### src/rtl/scene_reg_bank_if.sv
// Upload-side bus from the UART input assembler into scene_reg_bank:
// byte-write strobe, byte index, write data and the end-of-upload pulse.
interface scene_reg_bank_if #(
  parameter int IDX_W = 6
);
  logic             update_reg;
  logic [IDX_W-1:0] idx;
  logic [7:0]       read_data;
  logic             pc_ready;

  modport master (output update_reg, idx, read_data, pc_ready);
  modport slave  (input  update_reg, idx, read_data, pc_ready);
endinterface

### src/rtl/scene_reg_bank.sv
// Scene register bank: byte-indexed writes assembled into 16-bit words.
// Build option SCENE_REG_SHADOW_EN: shadow bank committed atomically at frame_start; undefined = legacy single bank.
module scene_reg_bank #(
  parameter int NUM_WORDS = 31,
  parameter int IDX_W     = 6
) (
  input  logic                   clk,
  input  logic                   reset,
  scene_reg_bank_if.slave        wr,
  input  logic                   frame_start,
  input  logic                   err_clr,
  output logic [16*NUM_WORDS-1:0] active_regs,
  output logic                   pc_data_ready,
  output logic                   pending,
  output logic                   bad_idx,
  output logic                   overrun
);
  localparam int              BANK_W     = 16 * NUM_WORDS;
  localparam logic [IDX_W:0]  BYTE_LIMIT = (IDX_W + 1)'(2 * NUM_WORDS);

  logic              in_range;
  logic              wr_en;
  logic [BANK_W-1:0] wr_base;
  logic [BANK_W-1:0] wr_next;

  assign in_range = ({1'b0, wr.idx} < BYTE_LIMIT);

  // Next-state of the written bank: one byte replaced, its partner byte kept.
  always_comb begin
    wr_next = wr_base;
    for (int unsigned k = 0; k < NUM_WORDS; k++) begin
      if (wr_en && (wr.idx[IDX_W-1:1] == (IDX_W - 1)'(k))) begin
        if (wr.idx[0])
          wr_next[16*k+8 +: 8] = wr.read_data;
        else
          wr_next[16*k +: 8] = wr.read_data;
      end
    end
  end

  // Error event wins over a simultaneous clear.
  always_ff @(posedge clk) begin
    if (reset)
      bad_idx <= 1'b0;
    else if (wr.update_reg && !in_range)
      bad_idx <= 1'b1;
    else if (err_clr)
      bad_idx <= 1'b0;
  end

`ifdef SCENE_REG_SHADOW_EN
  typedef enum logic {IDLE, PENDING} pend_state_t;

  pend_state_t       state;
  logic [BANK_W-1:0] shadow_q;
  logic              commit;

  assign wr_en   = wr.update_reg && in_range && (state == IDLE);
  assign wr_base = shadow_q;
  assign commit  = frame_start && ((state == PENDING) || wr.pc_ready);
  assign pending = (state == PENDING);

  // Commit loads wr_next so a byte accepted on the commit edge is included.
  always_ff @(posedge clk) begin
    if (reset) begin
      state         <= IDLE;
      shadow_q      <= '0;
      active_regs   <= '0;
      pc_data_ready <= 1'b0;
      overrun       <= 1'b0;
    end else begin
      shadow_q      <= wr_next;
      pc_data_ready <= commit;
      if (commit)
        active_regs <= wr_next;

      case (state)
        IDLE:    if (wr.pc_ready && !frame_start) state <= PENDING;
        PENDING: if (frame_start)                 state <= IDLE;
        default:                                  state <= IDLE;
      endcase

      if (wr.update_reg && (state == PENDING))
        overrun <= 1'b1;
      else if (err_clr)
        overrun <= 1'b0;
    end
  end
`else
  logic unused_frame_start;

  assign unused_frame_start = frame_start;
  assign wr_en   = wr.update_reg && in_range;
  assign wr_base = active_regs;
  assign pending = 1'b0;
  assign overrun = 1'b0;

  always_ff @(posedge clk) begin
    if (reset) begin
      active_regs   <= '0;
      pc_data_ready <= 1'b0;
    end else begin
      active_regs   <= wr_next;
      pc_data_ready <= wr.pc_ready;
    end
  end
`endif

endmodule

### src/flat_wrapper.sv
// flat-port wrapper written by rule: the top's interface ports become plain ports
module scene_reg_bank_flat 
#(
  parameter int NUM_WORDS = 31,
  parameter int IDX_W     = 6
)
  (clk, reset, frame_start, err_clr, active_regs, pc_data_ready, pending, bad_idx, overrun, wr_update_reg, wr_idx, wr_read_data, wr_pc_ready);
  scene_reg_bank_if #(.IDX_W(IDX_W)) wr_i ();
  input  logic clk;
  input  logic reset;
  input  logic frame_start;
  input  logic err_clr;
  output logic [16*NUM_WORDS-1:0] active_regs;
  output logic pc_data_ready;
  output logic pending;
  output logic bad_idx;
  output logic overrun;
  input wire logic [$bits(wr_i.update_reg)-1:0] wr_update_reg;
  input wire logic [$bits(wr_i.idx)-1:0] wr_idx;
  input wire logic [$bits(wr_i.read_data)-1:0] wr_read_data;
  input wire logic [$bits(wr_i.pc_ready)-1:0] wr_pc_ready;
  assign wr_i.update_reg = wr_update_reg;
  assign wr_i.idx = wr_idx;
  assign wr_i.read_data = wr_read_data;
  assign wr_i.pc_ready = wr_pc_ready;
  scene_reg_bank #(.NUM_WORDS(NUM_WORDS), .IDX_W(IDX_W)) u_core (.clk(clk), .reset(reset), .wr(wr_i), .frame_start(frame_start), .err_clr(err_clr), .active_regs(active_regs), .pc_data_ready(pc_data_ready), .pending(pending), .bad_idx(bad_idx), .overrun(overrun));
endmodule
### config.mk
export PLATFORM = sky130hd
export DESIGN_NAME = scene_reg_bank_flat
export DESIGN_NICKNAME = d
export VERILOG_FILES = /design/src/rtl/scene_reg_bank_if.sv /design/src/rtl/scene_reg_bank.sv /design/src/flat_wrapper.sv
export SDC_FILE = /design/constraint.sdc
export NUM_CORES = 1
export LEC_CHECK = 0
export CAP_MARGIN = 20
export CORE_AREA = 2 2 204 206
export CTS_BUF_LIST = sky130_fd_sc_hd__clkbuf_8
export CTS_CLUSTER_DIAMETER = 40
export DETAILED_ROUTE_END_ITERATION = 8
export DIE_AREA = 0 0 206 208
export PLACE_DENSITY_LB_ADDON = 0.08
export SLEW_MARGIN = 20
export SYNTH_ARGS = -nofsm -noshare
export SYNTH_HDL_FRONTEND = slang
export SYNTH_SLANG_ARGS = --single-unit
### constraint.sdc
create_clock -name clk -period 3.9 [get_ports clk]
set_input_delay 0.78 -clock clk [delete_from_list [all_inputs] [get_ports clk]]
set_output_delay 0.78 -clock clk [all_outputs]
set_load 0.01 [all_outputs]
Word-level counts from Yosys, hierarchy flattened:

Index checks and enable logic that the tools add are counted.

* magnitude comparators: 1
* equal/unequal tests: 30
* muxes and demuxes: 2
* bitwise operators: 1
* reductions and logical operators: 98

Operators with widths (number)
* AND reduction 2 bit: 62
* == test 5 bit (second input constant): 15
* == test 5 x 4 -> 1 bit (second input constant): 8
* logical AND 1 bit: 33
* == test 5 x 3 -> 1 bit (second input constant): 4
* == test 5 x 2 -> 1 bit (second input constant): 2
* less-than comparator 6 bit (second input constant): 1
* == test 5 x 1 -> 1 bit (second input constant): 1
* logical NOT 5 bit: 1
* two-way mux 1 bit: 2
* nonzero test 2 bit: 1
* logical NOT 1 bit: 1
* inverter 1 bit: 1

* register bits after elaboration: 498
* output and inout port bits: 500

Depth between registers and ports, before layout:

* depth in word-level cells: 4
* depth in mapped cells: 6
* depth with buffers taken out: 3

Worst setup path after synthesis:

No wires, ideal clock.

* path kind: input -> register
* start point: input port wr_idx[1]
* end point: register u_core.active_regs[353]
* data arrival time: 1.919 ns
* setup slack: 1.849 ns
* cell stages on the path: 6
* cell sequence: buf_2 -> and4bb_1 -> buf_4 -> or3b_1 -> buf_2 -> mux2i_1

* word-level cells in the longest chain between the ends: 4
* elaborated cells between the ends (all ways): 5
* classes of those cells: order compare (1); eq/ne (1); reduce/logical (3)

Ends and longest elaborated chain
* from (decl): line flat_wrapper.sv:19 `input wire logic [$bits(wr_i.idx)-1:0] wr_idx;`
* less-than comparator 6 bit: line scene_reg_bank.sv:26 `assign in_range = ({1'b0, wr.idx} < BYTE_LIMIT);`
* logical AND 1 bit: line scene_reg_bank.sv:93 `assign wr_en = wr.update_reg && in_range;`
* logical AND 1 bit *: line scene_reg_bank.sv:32 `if (wr_en && (wr.idx[IDX_W-1:1] == (IDX_W - 1)'(k))) begin`
* AND reduction 2 bit (no source line) *
* to (signal assigned): line scene_reg_bank.sv:103 `active_regs <= wr_next;`
* to (decl): line scene_reg_bank.sv:12 `output logic [16*NUM_WORDS-1:0] active_regs,`

Mark *: on every way between the ends. The rest lies on a longest branch, timed or not.
A chain may end at the register's enable or synchronous reset.

Final worst setup path:

* start point: input port wr_idx[2]
* end point: register u_core.active_regs[25]

The elaborated chain is that of the path after synthesis.

==> results_dict.tcl <==
set metrics [dict create \
    status "completed" \
    portBuffers 516 \
    peakVddDrop_mv 0.2958 \
    htree_levels 3 \
    regArea_um2 9970 \
    pwr-share-clk_pct 46.7 \
    gp_congestion 0.7861 \
    worstPathMaxFanout 14 \
    cts_buffer_depth 3 \
    finalSetupTns_ps 0 \
    drv_slew 0 \
    layout.nets 2241 \
    cap_violations 0 \
    design.core.area_um2 40550 \
    critPathCaptureType "register" \
    cts_sinks 498 \
    dp_hpwl_mm 38.48 \
    post-route-period-util_pct 65.53 \
    overflow 0 \
    initial_core_util_pct 47.63 \
    rsz0062_at_grt "no" \
    grt_usage_pct 26.99 \
    synth_most_common_cell "nand2b_1" \
    grt_pass1_wl_mm 88.18 \
    cts_resized 0 \
    cp_cell_sequence "clkdlybuf4s50_1, buf_4, nor2b_1, nand3_1, mux2i_1" \
    row_count 74 \
    synth_warnings 0 \
    fmax_mhz 391.3 \
    sw_frac_of_total_pct 23.05 \
    cts_hold_buf 0 \
    p_int_mw 8.067 \
    antenna_found_initial 3 \
    wire_per_inst_um 21.08 \
    r2r_cells 2 \
    use_met3_pct 8.553 \
    wl_mm 59.35 \
    finalHoldViolCount 0 \
    insertion_delay_ps 620 \
    root_buffer "clkbuf_8" \
    synth-edff-count 0 \
    fp.dieW_um 206 \
    ys_seq_area_share_pct 51.61 \
    synthTopCellsByCount "nand2b_1 (504), dfxtp_1 (498), mux2i_1 (496)" \
    crit_path_end "u_core.active_regs[25]" \
    dieHeight_um 208 \
    via_count 14032 \
    setup_violations 0 \
    dieArea_um2 42850 \
    critPathSlowestCell "clkdlybuf4s50_1" \
    viasPerCell 4.983 \
    min_path_type "register to register" \
    synth-seq-cells 498 \
    grt_pass1_vias 14211 \
    crit_buf_inv 2 \
    fillers 3256 \
    async_flop_share_pct 0 \
    powerDensity_nw_per_um2 393.3 \
    numCtsBuffers 87 \
    synth_cell_types 34 \
    cts_tree "yes" \
    grt_use_met2_pct 44.72 \
    drive_gt1_share_pct 7.672 \
    drt-initial-drc-count 732 \
    cp.depth 5 \
    seq_power_share_pct 48.9 \
    ant_nets 0 \
    synthFlopType "dfxtp_1" \
    dr.pass1.iters 5 \
    path_delay_family "buffers and inverters" \
    drc 0 \
    syn_area_um2 19320 \
    critPathArrivalTime_ps 3040 \
    startpoint "wr_idx[2]" \
    worst_pin_slew_ps 908.7 \
    critPathMaxStageDelay_ps 710 \
    critPathLaunchType "input port" \
    area_growth_syn_to_layout_pct 37.97 \
    post_cts_buffers 0 \
    r2r_slack_ps 3210 \
    grt_start_max_net_pins 245 \
    crit_required_ps 4380 \
    leakagePower_nw 12.60 \
    r2r_end "u_core.active_regs[78]" \
    met1_usage_pct 31.70 \
    path_class "input port to register" \
    synth.avg_cell_area_um2 11.10 \
    io_pins 520 \
    comb_power_share_pct 4.5 \
    multi_input_area_um2 8776 \
    power_mw 10.48 \
    grt-busiest-layer "met2" \
    fin_crit_ps 2556 \
    clock_skew_ps 0 \
    r2r_start "u_core.active_regs[78]" \
    netlist_instances 1740 \
    synth.area.top_cells "dfxtp_1 (52%), mux2i_1 (26%), nand2b_1 (16%)" \
    synth_top_area_cell "dfxtp_1" \
    path_clk_slew_ps 60 \
    yosysTopAreaCellShare_pct 51.61 \
    switchingPower_mw 2.416 \
    max_slew_margin_pct 39.42 \
]
-- how the worst min path moves through the flow --
stage,start,to,cells past startpoint
after global placement,u_core.active_regs[164],u_core.active_regs[164],2
after CTS,reset,u_core.pc_data_ready,2
after global routing,u_core.active_regs[348],u_core.active_regs[348],2
after floorplan,u_core.active_regs[164],u_core.active_regs[164],2
final,u_core.active_regs[179],u_core.active_regs[179],2
after detailed placement,u_core.active_regs[227],u_core.active_regs[227],2
-- registers in the layout, summed over array words and instances, names as in the netlist --
signal	flops
u_core.pc_data_ready	1
u_core.active_regs	496
u_core.bad_idx	1
-- worst register-to-register path, delay by kind of cell (launching register included) --
family	cells	cell delay (ps)
flip-flops	1	350
AND/OR/NAND/NOR	1	90
multiplexers	1	170
-- metal layers --
metal  up-vias  part of all wire, %
li1       6729                    -
met1      6787                   41
met2       420                   48
met3        94                  7.4
met4         2                  3.9
met5         -                0.022
-- layout make-up --
type	instances	area share [%]
Tap cell	532	2.498
Antenna cell	3	0.02817
Inverter	1	0.01408
Sequential cell	498	37.41
Timing Repair Buffer	535	20.40
Clock buffer	108	5.577
Clock inverter	41	1.145
Multi-Input combinational cell	1098	32.93
-- metrics by stage --
| stage | util (%) | setup WS [ps] | cells | instance area (um^2) | hold WS [ps] |
|---|---|---|---|---|---|
| floorplan | - | 1849 | 1741 | 19320 | 492.7 |
| global placement | 61.28 | 774.3 | 2664 | 24850 | 460.2 |
| detailed placement | 61.28 | 718.5 | 2664 | 24850 | 465.3 |
| CTS | 65.70 | 1387 | 2813 | 26640 | 453.8 |
| global route | 65.71 | 1169 | 2814 | 26650 | 488.5 |
| finish | 65.72 | 1344 | 2816 | 26650 | 470.6 |
-- layout by cell type, fill, tap and decap left out, types with 3 or more instances in the layout --
| cell type | netlist | final |
|---|---|---|
| or3b_1 | 3 | 3 |
| clkdlybuf4s50_1 | 0 | 515 |
| diode_2 | 0 | 3 |
| and4b_1 | 3 | 3 |
| nor3b_2 | 3 | 4 |
| dfxtp_1 | 498 | 498 |
| nor2b_1 | 5 | 5 |
| nor4b_2 | 3 | 3 |
| and3b_1 | 3 | 3 |
| buf_12 | 0 | 10 |
| mux2i_1 | 496 | 496 |
| buf_4 | 7 | 9 |
| clkinv_2 | 0 | 9 |
| nand4_2 | 4 | 4 |
| nand2b_1 | 504 | 496 |
| nand2_1 | 46 | 46 |
| and4bb_2 | 3 | 3 |
| clkinvlp_4 | 0 | 8 |
| clkbuf_8 | 0 | 108 |
| nand3_1 | 5 | 5 |
| bufinv_16 | 0 | 4 |
| inv_1 | 1 | 20 |
| nand2b_2 | 0 | 8 |
-- kinds of logic (layout without fill, tap and decap cells) --
group                  Yosys count  count (layout)  synth area share (%)
AND/OR/NAND/NOR                599             599                 19.52
flip-flops                     498             498                 51.61
multiplexers                   496             496                 25.70
buffers and inverters          145             685                 3.109
other                            1               5               0.01941
AO/OA/AOI/OAI                    1               1               0.04535
-- power by group through the flow --
stage	clock network [mW]	logic [mW]	registers [mW]
finish	4.89	0.470	5.12
global route	5.22	0.493	5.12
CTS	4.98	0.471	5.12
detailed placement	0	0.470	5.23
global placement	0	0.468	5.23
floorplan	0	0.275	5.24
Power figures use the tool's default switching activity.
